[config.mk]
export PLATFORM = sky130hd
export DESIGN_NAME = reg_shift_en
export DESIGN_NICKNAME = d
export VERILOG_FILES = /design/src/rtl/reg_shift_en.sv
export SDC_FILE = /design/constraint.sdc
export NUM_CORES = 1
export LEC_CHECK = 0
export BUFFER_PORTS_ARGS = -buffer_cell sky130_fd_sc_hd__buf_4
export CAP_MARGIN = 5
export CORE_MARGIN = 5
export CORE_UTILIZATION = 25
export CTS_BUF_LIST = sky130_fd_sc_hd__clkbuf_8 sky130_fd_sc_hd__clkbuf_16
export CTS_CLUSTER_DIAMETER = 50
export CTS_CLUSTER_SIZE = 14
export DETAILED_ROUTE_END_ITERATION = 12
export PLACE_DENSITY = 0.43
export SLEW_MARGIN = 25
export SYNTH_ARGS = -nofsm -noshare
export SYNTH_HDL_FRONTEND = slang
export SYNTH_SLANG_ARGS = --single-unit
[constraint.sdc]
create_clock -name clk -period 3.13 [get_ports clk]
set_input_delay 0.1565 -clock clk [delete_from_list [all_inputs] [get_ports clk]]
set_output_delay 0.1565 -clock clk [all_outputs]
set_load 0.01 [all_outputs]
[src/rtl/reg_shift_en.sv]
// reg_shift_en: parametrised register with enable, parallel load, single-step
// shift and a counted burst shift driven by a two-state FSM.
// Optional feature macro: SHIFT_ROTATE_EN adds the rot port (rotate instead
// of filling the vacated bit from sin).
module reg_shift_en #(
    parameter int               WIDTH   = 8,
    parameter logic [WIDTH-1:0] RST_VAL = '0,
    parameter int               CNT_W   = $clog2(WIDTH + 1)
) (
    input  logic             clk,
    input  logic             rst_n,
    input  logic             en,
    input  logic [1:0]       mode,
    input  logic [WIDTH-1:0] d,
    input  logic             sin,
    input  logic             start,
    input  logic [CNT_W-1:0] count,
`ifdef SHIFT_ROTATE_EN
    input  logic             rot,
`endif
    output logic [WIDTH-1:0] q,
    output logic [WIDTH-1:0] q_bar,
    output logic             sout,
    output logic             busy,
    output logic             done
);

    typedef enum logic {IDLE = 1'b0, BURST = 1'b1} state_t;

    localparam logic [CNT_W-1:0] W_CNT = CNT_W'(WIDTH);
    localparam logic [CNT_W-1:0] ONE   = CNT_W'(1);

    state_t           r_state, w_state_nxt;
    logic [WIDTH-1:0] r_q, w_q_nxt;
    logic             r_sout, w_sout_nxt;
    logic [CNT_W-1:0] r_rem, w_rem_nxt;
    logic             r_dir, w_dir_nxt;
    logic             r_done, w_done_nxt;

    logic             w_rot;
    logic             w_use_dir;
    logic [WIDTH-1:0] w_shl, w_shr, w_sh_q;
    logic             w_sh_out;
    logic [CNT_W-1:0] w_n;

`ifdef SHIFT_ROTATE_EN
    assign w_rot = rot;
`else
    assign w_rot = 1'b0;
`endif

    // Shift direction: latched during a burst, otherwise taken from mode[0]
    // (0 = left, 1 = right). The vacated bit is sin, or the outgoing bit
    // when rotating.
    assign w_use_dir = (r_state == BURST) ? r_dir : mode[0];
    assign w_shl     = {r_q[WIDTH-2:0], (w_rot ? r_q[WIDTH-1] : sin)};
    assign w_shr     = {(w_rot ? r_q[0] : sin), r_q[WIDTH-1:1]};
    assign w_sh_q    = w_use_dir ? w_shr : w_shl;
    assign w_sh_out  = w_use_dir ? r_q[0] : r_q[WIDTH-1];

    // Burst length clamped to the register width.
    assign w_n = (count > W_CNT) ? W_CNT : count;

    // Next-state and datapath decode; everything holds unless enabled.
    always_comb begin
        w_state_nxt = r_state;
        w_q_nxt     = r_q;
        w_sout_nxt  = r_sout;
        w_rem_nxt   = r_rem;
        w_dir_nxt   = r_dir;
        w_done_nxt  = 1'b0;
        case (r_state)
            IDLE: begin
                if (en) begin
                    if (start && mode[1]) begin
                        w_dir_nxt = mode[0];
                        if (w_n == '0) begin
                            // Zero-length burst: just signal completion.
                            w_done_nxt = 1'b1;
                        end else begin
                            // First shift happens on the start edge itself.
                            w_q_nxt    = w_sh_q;
                            w_sout_nxt = w_sh_out;
                            if (w_n == ONE) begin
                                w_done_nxt = 1'b1;
                            end else begin
                                w_rem_nxt   = w_n - ONE;
                                w_state_nxt = BURST;
                            end
                        end
                    end else begin
                        case (mode)
                            2'b01:   w_q_nxt = d;
                            2'b10,
                            2'b11: begin
                                w_q_nxt    = w_sh_q;
                                w_sout_nxt = w_sh_out;
                            end
                            default: ;
                        endcase
                    end
                end
            end
            BURST: begin
                if (en) begin
                    w_q_nxt    = w_sh_q;
                    w_sout_nxt = w_sh_out;
                    w_rem_nxt  = r_rem - ONE;
                    if (r_rem == ONE) begin
                        w_state_nxt = IDLE;
                        w_done_nxt  = 1'b1;
                    end
                end
            end
            default: w_state_nxt = IDLE;
        endcase
    end

    // State and datapath registers; synchronous reset aborts any burst
    // without a done pulse.
    always_ff @(posedge clk) begin
        if (!rst_n) begin
            r_state <= IDLE;
            r_q     <= RST_VAL;
            r_sout  <= 1'b0;
            r_rem   <= '0;
            r_dir   <= 1'b0;
            r_done  <= 1'b0;
        end else begin
            r_state <= w_state_nxt;
            r_q     <= w_q_nxt;
            r_sout  <= w_sout_nxt;
            r_rem   <= w_rem_nxt;
            r_dir   <= w_dir_nxt;
            r_done  <= w_done_nxt;
        end
    end

    assign q     = r_q;
    assign q_bar = ~r_q;
    assign sout  = r_sout;
    assign busy  = (r_state == BURST);
    assign done  = r_done;

endmodule

==> flow_metrics.py <==
metrics = {
    "final_layout": {
        "finalNetCount": 185,
        "areaGrowthSynthToFinish_pct": 35.9,
        "final_cell_area_sq_um": 1430,
        "antenna-diode-count": 0,
        "layout-drive-gt1-share_pct": 30.6,
        "fillers": 447,
        "finalNonFillerCells": 210,
    },
    "setup_path": {
        "crit_buf_inv": 0,
        "endpoint_kind": "register",
        "cp-startpoint": "busy",
        "required_ns": 3.33,
        "cp.arrival_ns": 2.36,
        "critPathSlowestCell": "dfxtp_1",
        "critPathLaunchType": "register",
        "critPathTopFamily": "simple AND/OR/NAND/NOR gates",
        "path_cells": "or2_1 > nor2_1 > nor3_2 > a22o_1",
        "critPathKind": "reg -> reg",
        "cp_max_fo": 18,
        "critPathMaxStageDelay_ns": 0.72,
        "reg2reg_from": "busy",
    },
    "min_path": {
        "hp-start": "rst_n",
        "hp-class": "in -> reg",
    },
    "synthesis": {
        "async_flop_share_pct": 0,
        "synth-edff-count": 0,
        "yosysMostFrequentCell": "dfxtp_1",
        "syn_inst": 122,
        "synthFlopType": "dfxtp_1",
        "ys_warn_count": 0,
        "ys_ff_latch": 16,
        "synth_area_leaders": "dfxtp_1 30%, mux2i_1 12%, a22o_1 6.7%",
        "synth_common_cells": "16 x dfxtp_1, 13 x inv_1, 13 x mux2i_1, 13 x nor2_1, 10 x a21oi_1",
        "ys_seq_area_share_pct": 30.4,
        "synth.net_count": 146,
        "syn_area_sq_um": 1050,
        "synth_top_area_share_pct": 30.4,
        "synth_top_area_cell": "dfxtp_1",
        "avgSynthCellArea_sq_um": 8.63,
        "ys_types": 34,
    },
    "power_and_ir_drop": {
        "p_leak_uw": 0.000623,
        "p_switching_uw": 162,
        "power_density_nw_per_um2": 395,
        "p_clk_share_pct": 32.9,
        "comb_power_share_pct": 26.0,
        "ir_drop_uv": 178,
        "switching_share_pct": 28.6,
        "p_int_uw": 403,
        "power_frac_seq_pct": 41.2,
    },
    "sta": {
        "post-route-period-util_pct": 69.2,
        "finClkSkew_ns": 0.00356,
        "setup-tns-final_ns": 0,
        "hold_viol_final": 0,
        "finalSetupViolations": 0,
        "clock.fmax_mhz": 462,
        "slew_headroom_pct": 58.7,
        "rsz0062_at_grt": "no",
        "final_max_slew_viol_count": 0,
        "fin_crit_ns": 2.17,
        "tightest_slew_ns": 0.618,
    },
    "route": {
        "first_iter_violations": 76,
        "via_per_inst": 4.84,
        "vias": 1017,
        "wire_per_inst_um": 14.1,
        "firstDrtPassIters": 4,
        "final_antenna_net_count": 0,
        "routed_wl_um": 2960,
        "drc": 0,
    },
    "clock_tree": {
        "hold_buffers": 0,
        "cts_sinks": 16,
        "clock_path_buffers": 2,
        "h-tree-depth": 1,
        "post-cts-setup-buffers": 0,
        "cts_made_buffers": 3,
        "insertion_delay_ns": 0.25,
        "clockRootBuffer": "clkbuf_8",
        "clkTransAtPathRegs_ns": 0.07,
        "cts_resized": 0,
        "cts_tree": "built",
    },
    "placed_design": {
        "dp_hpwl_um": 2370,
        "dp_cells": 206,
        "gp_congestion": 0.881,
        "port_buffers": 37,
        "placed_area_sq_um": 1380,
    },
    "die": {
        "dieHeight_um": 74.9,
        "core_area_sq_um": 4030,
        "die-width_um": 74.9,
        "dieArea_sq_um": 5610,
        "start_util_pct": 26.1,
        "num_rows": 23,
        "ios": 38,
    },
    "outcome": {
        "outcome": "finished clean",
    },
    "grt": {
        "grt_start_max_net_pins": 19,
        "grt_pass1_vias": 1028,
        "grt-ovfl-total": 0,
        "grt_usage_pct": 11.1,
        "grt_first_pass_wirelength_um": 4790,
        "antenna_found_initial": 0,
    },
    "run": {
        "cap_viol_max_count": 0,
    },
}
## per-layer routing
layer	vias to the layer above	global-route usage (%)	part of all wire, %
li1	512	-	-
met5	-	0	0
met2	25	17.5	48
met3	2	3.60	4.2
met4	0	2.57	0.71
met1	478	14.7	47
## flip-flops by register name, summed over array words and instances (netlist names)
register	cells
busy	1
sout	1
r_rem	4
q	8
done	1
r_dir	1
## metrics by stage
step           utilization, %  setup WS [ns]  hold slack [ns]  total power (uW)
2_1_floorplan               -           1.58            0.278               319
3_3_place_gp             34.1           1.06            0.433               386
3_5_place_dp             34.1          0.963            0.447               386
5_1_grt                  35.5          0.768            0.204               600
6_report                 35.5          0.964            0.199               565
4_1_cts                  35.5          0.942            0.190               571
## layout by cell type (no fill, tap or decap), drive strengths merged, types with 2 or more instances in the layout
cell type | netlist | routed
nand2b | 3 | 3
inv | 13 | 13
o221a | 2 | 2
clkbuf | 0 | 4
nand2 | 6 | 6
a21oi | 10 | 10
mux2i | 14 | 14
nand3 | 3 | 3
a2bb2oi | 2 | 2
o21ai | 3 | 3
nor3 | 5 | 5
nor2 | 13 | 13
dfxtp | 16 | 16
a22o | 8 | 8
ha | 5 | 5
o211ai | 2 | 2
or2 | 2 | 2
buf | 3 | 37
o32ai | 2 | 2
## path summary, 6_finish.rpt
path | endpoint | slack, ns | depth (start not counted)
setup reg to reg | q[6] | 0.96 | 4
hold reg to reg | r_rem[3] | 0.48 | 2
hold / removal | busy | 0.20 | 2
setup / recovery | q[6] | 0.96 | 4
## power by group through the flow
stage / Combinational, uW / Clock [uW] / Sequential [uW]
after detailed placement: 148 / 0 / 237
final: 147 / 186 / 232
after floorplan: 83.8 / 0 / 235
after global routing: 163 / 201 / 235
after CTS: 149 / 189 / 233
after global placement: 149 / 0 / 237
## cell type report
cell class,count,area [sq um],area share (%)
timing repair buffer,37,278,19.4
sequential,16,320,22.4
clock buffer,4,55.1,3.85
multi-input combinational,89,662,46.3
inverter,14,52.6,3.67
tap,50,62.6,4.37
## kinds of logic after synthesis
logic type	after synthesis	share of synthesized area (%)
AO/OA/AOI/OAI	34	25.2
flip-flops	16	30.4
XOR/XNOR	1	0.832
adder cells (fa/ha/maj)	5	5.95
multiplexers	14	14.5
buffers and inverters	17	6.66
AND/OR/NAND/NOR	35	16.4
Power figures use the tool's default switching activity.
